`config.mk`:
```
export PLATFORM = sky130hd
export DESIGN_NAME = receiver_top
export DESIGN_NICKNAME = d
export VERILOG_FILES = /design/src/rtl/receiver_top.sv
export SDC_FILE = /design/constraint.sdc
export NUM_CORES = 1
export LEC_CHECK = 0
export CAP_MARGIN = 20
export CORE_ASPECT_RATIO = 2
export CORE_UTILIZATION = 45
export DETAILED_ROUTE_END_ITERATION = 10
export SLEW_MARGIN = 0
export SYNTH_ARGS = -nofsm -noshare
export SYNTH_HDL_FRONTEND = slang
export SYNTH_SLANG_ARGS = --single-unit
```
`constraint.sdc`:
```
create_clock -name clk -period 4 [get_ports clk]
set_clock_uncertainty 0.05 [all_clocks]
set_input_delay 0.4 -clock clk [delete_from_list [all_inputs] [get_ports clk]]
set_output_delay 0.4 -clock clk [all_outputs]
set_load 0.005 [all_outputs]
```
`src/rtl/receiver_top.sv`:
```
// ---------------------------------------------------------------------------
// receiver_top
//
// Purpose:
//    UART receiver (8N1, idle-high line) with a 16x oversampling front end,
//    break/framing-error handling and a 4-entry first-word-fall-through FIFO
//    for the received bytes.
//
// Parameters:
//    CLK_HZ    system clock frequency in Hz
//    BAUD      serial bit rate
//    TICK_DIV  system clocks per 16x oversample tick
//
// Ports:
//    clk        system clock, all logic on the rising edge
//    reset      synchronous active-high reset
//    RsRx       asynchronous serial input line
//    rd_en      pops the FIFO head when rx_valid is high
//    rx_data    FIFO head byte, 0 when the FIFO is empty
//    rx_valid   FIFO not empty
//    numRx      last correctly framed byte
//    rxDataRdy  one-cycle pulse per correctly framed byte
//    frame_err  one-cycle pulse when a stop bit samples low
//    overflow   sticky, set when a good byte is dropped on a full FIFO
// ---------------------------------------------------------------------------
module receiver_top #(
    parameter int CLK_HZ   = 100000000,
    parameter int BAUD     = 9600,
    parameter int TICK_DIV = CLK_HZ / (BAUD * 16)
) (
    input  logic       clk,
    input  logic       reset,
    input  logic       RsRx,
    input  logic       rd_en,
    output logic [7:0] rx_data,
    output logic       rx_valid,
    output logic [7:0] numRx,
    output logic       rxDataRdy,
    output logic       frame_err,
    output logic       overflow
);

    localparam int            TW        = (TICK_DIV > 1) ? $clog2(TICK_DIV) : 1;
    localparam logic [TW-1:0] TICK_LAST = TW'(TICK_DIV - 1);

    typedef enum logic [2:0] {
        S_IDLE,
        S_START,
        S_DATA,
        S_STOP,
        S_BREAK
    } state_t;

    // -----------------------------------------------------------------------
    // Line synchronizer. Two flops bring RsRx into the clock domain; the third
    // flop only remembers the previous synchronized value for edge detection.
    // All flops reset high so that reset itself never looks like a start edge.
    // -----------------------------------------------------------------------
    logic r_meta;
    logic r_sync;
    logic r_syncPrev;
    logic w_fall;

    always_ff @(posedge clk) begin
        if (reset) begin
            r_meta     <= 1'b1;
            r_sync     <= 1'b1;
            r_syncPrev <= 1'b1;
        end else begin
            r_meta     <= RsRx;
            r_sync     <= r_meta;
            r_syncPrev <= r_sync;
        end
    end

    assign w_fall = r_syncPrev & ~r_sync;

    // -----------------------------------------------------------------------
    // Free-running 16x oversample tick generator.
    // -----------------------------------------------------------------------
    logic [TW-1:0] r_tickCnt;
    logic          w_tick;

    assign w_tick = (r_tickCnt == TICK_LAST);

    always_ff @(posedge clk) begin
        if (reset) begin
            r_tickCnt <= '0;
        end else if (w_tick) begin
            r_tickCnt <= '0;
        end else begin
            r_tickCnt <= r_tickCnt + TW'(1);
        end
    end

    // -----------------------------------------------------------------------
    // Receive FSM. The start bit is re-checked at its middle (8th tick); from
    // there every 16th tick lands in the middle of the next bit. A low stop
    // bit reports one framing error and parks in BREAK until the line idles,
    // so a line held low does not generate a stream of errors.
    // -----------------------------------------------------------------------
    state_t     r_state;
    logic [3:0] r_sampleCnt;
    logic [2:0] r_bitCnt;
    logic [7:0] r_shift;
    logic [7:0] r_numRx;
    logic       r_rxDataRdy;
    logic       r_frameErr;

    always_ff @(posedge clk) begin
        if (reset) begin
            r_state     <= S_IDLE;
            r_sampleCnt <= 4'd0;
            r_bitCnt    <= 3'd0;
            r_shift     <= 8'h00;
            r_numRx     <= 8'h00;
            r_rxDataRdy <= 1'b0;
            r_frameErr  <= 1'b0;
        end else begin
            r_rxDataRdy <= 1'b0;
            r_frameErr  <= 1'b0;
            case (r_state)
                S_IDLE: begin
                    if (w_fall) begin
                        r_state     <= S_START;
                        r_sampleCnt <= 4'd0;
                    end
                end
                S_START: begin
                    if (w_tick) begin
                        if (r_sampleCnt == 4'd7) begin
                            r_sampleCnt <= 4'd0;
                            if (r_sync) begin
                                r_state <= S_IDLE;
                            end else begin
                                r_state  <= S_DATA;
                                r_bitCnt <= 3'd0;
                            end
                        end else begin
                            r_sampleCnt <= r_sampleCnt + 4'd1;
                        end
                    end
                end
                S_DATA: begin
                    if (w_tick) begin
                        // The 4-bit sample counter wraps 15 -> 0 on its own.
                        r_sampleCnt <= r_sampleCnt + 4'd1;
                        if (r_sampleCnt == 4'd15) begin
                            r_shift  <= {r_sync, r_shift[7:1]};
                            r_bitCnt <= r_bitCnt + 3'd1;
                            if (r_bitCnt == 3'd7) begin
                                r_state <= S_STOP;
                            end
                        end
                    end
                end
                S_STOP: begin
                    if (w_tick) begin
                        r_sampleCnt <= r_sampleCnt + 4'd1;
                        if (r_sampleCnt == 4'd15) begin
                            if (r_sync) begin
                                r_numRx     <= r_shift;
                                r_rxDataRdy <= 1'b1;
                                r_state     <= S_IDLE;
                            end else begin
                                r_frameErr <= 1'b1;
                                r_state    <= S_BREAK;
                            end
                        end
                    end
                end
                S_BREAK: begin
                    if (r_sync) begin
                        r_state <= S_IDLE;
                    end
                end
                default: begin
                    r_state <= S_IDLE;
                end
            endcase
        end
    end

    // -----------------------------------------------------------------------
    // 4-entry FIFO. A byte is offered while rxDataRdy is high. A pop in the
    // same cycle frees the slot, so a full FIFO still accepts the byte then;
    // only a push on a full FIFO without a pop drops the byte.
    // -----------------------------------------------------------------------
    logic [7:0] r_mem [4];
    logic [1:0] r_wrPtr;
    logic [1:0] r_rdPtr;
    logic [2:0] r_count;
    logic       r_overflow;
    logic       w_empty;
    logic       w_full;
    logic       w_pop;
    logic       w_push;
    logic       w_drop;

    assign w_empty = (r_count == 3'd0);
    assign w_full  = (r_count == 3'd4);
    assign w_pop   = rd_en & ~w_empty;
    assign w_push  = r_rxDataRdy & (~w_full | w_pop);
    assign w_drop  = r_rxDataRdy & w_full & ~w_pop;

    // Storage has no reset; entries are only visible once counted.
    always_ff @(posedge clk) begin
        if (w_push) begin
            r_mem[r_wrPtr] <= r_numRx;
        end
    end

    // Pointer, occupancy and overflow bookkeeping.
    always_ff @(posedge clk) begin
        if (reset) begin
            r_wrPtr    <= 2'd0;
            r_rdPtr    <= 2'd0;
            r_count    <= 3'd0;
            r_overflow <= 1'b0;
        end else begin
            if (w_push) begin
                r_wrPtr <= r_wrPtr + 2'd1;
            end
            if (w_pop) begin
                r_rdPtr <= r_rdPtr + 2'd1;
            end
            case ({w_push, w_pop})
                2'b10:   r_count <= r_count + 3'd1;
                2'b01:   r_count <= r_count - 3'd1;
                default: r_count <= r_count;
            endcase
            if (w_drop) begin
                r_overflow <= 1'b1;
            end
        end
    end

    assign rx_valid  = ~w_empty;
    assign rx_data   = w_empty ? 8'h00 : r_mem[r_rdPtr];
    assign numRx     = r_numRx;
    assign rxDataRdy = r_rxDataRdy;
    assign frame_err = r_frameErr;
    assign overflow  = r_overflow;

endmodule

```
==> qor.json <==
{
  "placedInstanceArea_mm2": 0.00377,
  "p_int_mw": 1.63,
  "reg2reg_depth": 5,
  "clock-root-buffer": "sky130_fd_sc_hd__clkbuf_16",
  "switching_share": 0.235,
  "cp_slowest_stage_delay_ns": 0.65,
  "groute.layer.met3.usage": 0.0324,
  "cellPowerDensity_mw_per_mm2": 525,
  "rows": 45,
  "setup_viol": 0,
  "status": "complete, no violations",
  "min-delay-path-class": "flip-flop to flip-flop",
  "finalSetupTns_ns": 0,
  "route.final.wire_length_um": 5780,
  "critPathBufInv": 1,
  "syn-cell-area_mm2": 0.00348,
  "synth_edf_count": 32,
  "finish.utilization": 0.538,
  "timing.critical_path.slowest_stage_cell": "sky130_fd_sc_hd__dfxtp_1",
  "port_buffers": 23,
  "placer_congestion": 0.729,
  "maxClockFrequency_mhz": 386,
  "remaining_drc_errors": 0,
  "finalHoldViolations": 0,
  "cts_buffers": 9,
  "clockPowerShare": 0.373,
  "synth_area_per_cell_um2": 11.8,
  "largest_net_degree_at_the_start_of_global_routing": 43,
  "syn_to_final_growth_pct": 16.9,
  "via_count_of_the_first_global_routing_pass": 2094,
  "violation_count_after_the_first_detailed_routing_iteration": 51,
  "power.leakage_nw": 1.50,
  "worstPathRequired_ns": 3.55,
  "worstHoldPathCells": 1,
  "net-switching-power_uw": 502,
  "final.setup.worst_slack_ns": 1.41,
  "cells_along_the_critical_path": "mux4_2 -> and2_1 -> clkdlybuf4s50_1",
  "setup.worst_path.start_class": "flip-flop",
  "yosys_register_bits": 83,
  "synth.net_count": 308,
  "worstSetupPathType": "flip-flop to primary output",
  "max_cap_viol_count": 0,
  "num_io_pins": 24,
  "dr_vias_cell": 5.16,
  "antenna_left": 0,
  "initial_utilization": 0.461,
  "clkSinkCount": 83,
  "remaining_global_route_overflow": 0,
  "drive_gt1_frac": 0.107,
  "yosys_warnings": 0,
  "die-height_um": 126,
  "clock_insertion_delay_worst_skew_ns": 0.33,
  "global_routing_met2_resource_utilization": 0.300,
  "vias": 2132,
  "synth-seq-area-share": 0.570,
  "post-cts-setup-buffer-count": 0,
  "ctsResizeCount": 0,
  "final_net_count": 328,
  "firstDrtPassIters": 4,
  "pwr-share-comb": 0.177,
  "post-route-min-period_ns": 2.59,
  "die_span_x_um": 64.1,
  "globalRouteMet1Util": 0.159,
  "synth_cell_types": 47,
  "synth-async-reset-ratio": 0,
  "fin_total_pwr_mw": 2.13,
  "final_common_cell": "sky130_fd_sc_hd__dfxtp_1",
  "antenna_found_initial": 0,
  "final_cell_mix": "sky130_fd_sc_hd__dfxtp_1, sky130_fd_sc_hd__nor2_1, sky130_fd_sc_hd__edfxtp_1, sky130_fd_sc_hd__clkdlybuf4s50_1, sky130_fd_sc_hd__mux2i_1",
  "ys_dominant_reg_cell": "sky130_fd_sc_hd__dfxtp_1",
  "wl_per_cell_um": 14.0,
  "core_mm2": 0.00754,
  "worst-path-stages": 3,
  "die-area_mm2": 0.00810,
  "grt_pass1_wl_um": 9740,
  "cts_tree": "built",
  "postCtsHoldBufs": 0,
  "sequentialPowerShare": 0.450,
  "grt_busiest_layer": "met2",
  "maxSlewHeadroom": 0.601,
  "dpl_worst_slack_ns": 1.58,
  "num_antenna_cells": 0,
  "critPathCaptureType": "primary output",
  "cts.path.max_buffers": 2,
  "netlist_instances": 294,
  "clk_pin_slew_ns": 0.06,
  "finalHoldWorstSlack_ns": 0.363,
  "critical-path-top-delay-family": "flip-flops",
  "place_inst": 397,
  "max_slew_vio_count": 0,
  "cp_max_fo": 8,
  "h-tree-depth": 3,
  "rsz0062_at_grt": "no",
  "stdcell_area_mm2": 0.00406,
  "ir_drop_mv": 0.267,
  "post_dp_hpwl_um": 4220,
  "final_cells": 413,
  "post-route-period-util": 0.648,
  "grtUsageTotal": 0.161,
  "arrival_ns": 2.14,
  "measured_slew_at_the_worst_slew_check_pin_ns": 0.594
}
[area by class of cell]
class,instances,area (µm²)
tap,94,118
sequential,83,1980
timing repair buffer,24,238
fill,685,3480
multi-input combinational,189,1410
clock buffer,10,239
clock inverter,6,55.1
inverter,7,26.3
[routing by layer]
metal,share of wire,up-vias,wire length (µm)
met2,0.59,22,3390
met5,0,-,0
met3,0.021,8,123
li1,-,1076,-
met1,0.37,1026,2150
met4,0.021,0,119
[power groups by stage]
stage	registers, mW	logic [mW]	clock network [mW]
floorplan	0.941	0.267	0
CTS	0.961	0.386	0.822
global placement	0.978	0.381	0
detailed placement	0.978	0.386	0
finish	0.960	0.377	0.796
global route	0.968	0.422	0.848
[logic make-up (layout without fill, tap and decap cells)]
| group | count (synthesis) | after routing | share of synthesized area |
|---|---|---|---|
| adder cells (fa/ha/maj) | 10 | 10 | 0.0382 |
| flip-flops | 83 | 83 | 0.570 |
| AO/OA/AOI/OAI | 23 | 23 | 0.0454 |
| multiplexers | 28 | 28 | 0.110 |
| buffers and inverters | 22 | 47 | 0.0256 |
| XOR/XNOR | 14 | 14 | 0.0353 |
| AND/OR/NAND/NOR | 114 | 114 | 0.176 |
[Yosys cell counts, types with 2 or more instances]
master                     number  area [µm²]
sky130_fd_sc_hd__nor3_1         3        15.0
sky130_fd_sc_hd__nand2b_1       3        18.8
sky130_fd_sc_hd__a21oi_1        8        40.0
sky130_fd_sc_hd__or3_1          2        12.5
sky130_fd_sc_hd__nand4_1        2        12.5
sky130_fd_sc_hd__mux2i_1       19         190
sky130_fd_sc_hd__nor3b_1        4        30.0
sky130_fd_sc_hd__xor2_1         5        43.8
sky130_fd_sc_hd__xnor2_1        9        78.8
sky130_fd_sc_hd__o21ai_0        2        10.0
sky130_fd_sc_hd__nor2_1        46         173
sky130_fd_sc_hd__nand3b_1       3        22.5
sky130_fd_sc_hd__or2_2          5        31.3
sky130_fd_sc_hd__nor4b_1        2        17.5
sky130_fd_sc_hd__inv_1          7        26.3
sky130_fd_sc_hd__edfxtp_1      32         961
sky130_fd_sc_hd__and2_1        14        87.6
sky130_fd_sc_hd__and3_1         5        31.3
sky130_fd_sc_hd__nor2b_1        2        12.5
sky130_fd_sc_hd__clkbuf_1      12        45.0
sky130_fd_sc_hd__nand3_1        8        40.0
sky130_fd_sc_hd__ha_1           9         113
sky130_fd_sc_hd__mux4_2         8         180
sky130_fd_sc_hd__buf_2          2        10.0
sky130_fd_sc_hd__dfxtp_1       51        1020
sky130_fd_sc_hd__a22oi_1        3        22.5
sky130_fd_sc_hd__nand2_1        8        30.0
[path summary, 6_finish.rpt]
| check | startpoint | slack [ns] | to |
|---|---|---|---|
| setup / recovery | flip-flop | 1.41 | rx_data[1] |
| hold / removal | r_meta | 0.36 | r_sync |
| hold reg to reg | r_meta | 0.36 | r_sync |
| setup reg to reg | r_tickCnt[7] | 1.87 | r_shift[3] |
[registers in the layout (all words and copies together) (netlist names), 2 cells and up, named ones only]
register,flops
r_count,3
r_wrPtr,2
r_state,3
numRx,8
r_bitCnt,3
r_tickCnt,10
r_shift,8
r_mem,32
r_sampleCnt,4
r_rdPtr,2
(Power assumes the default switching activity.)
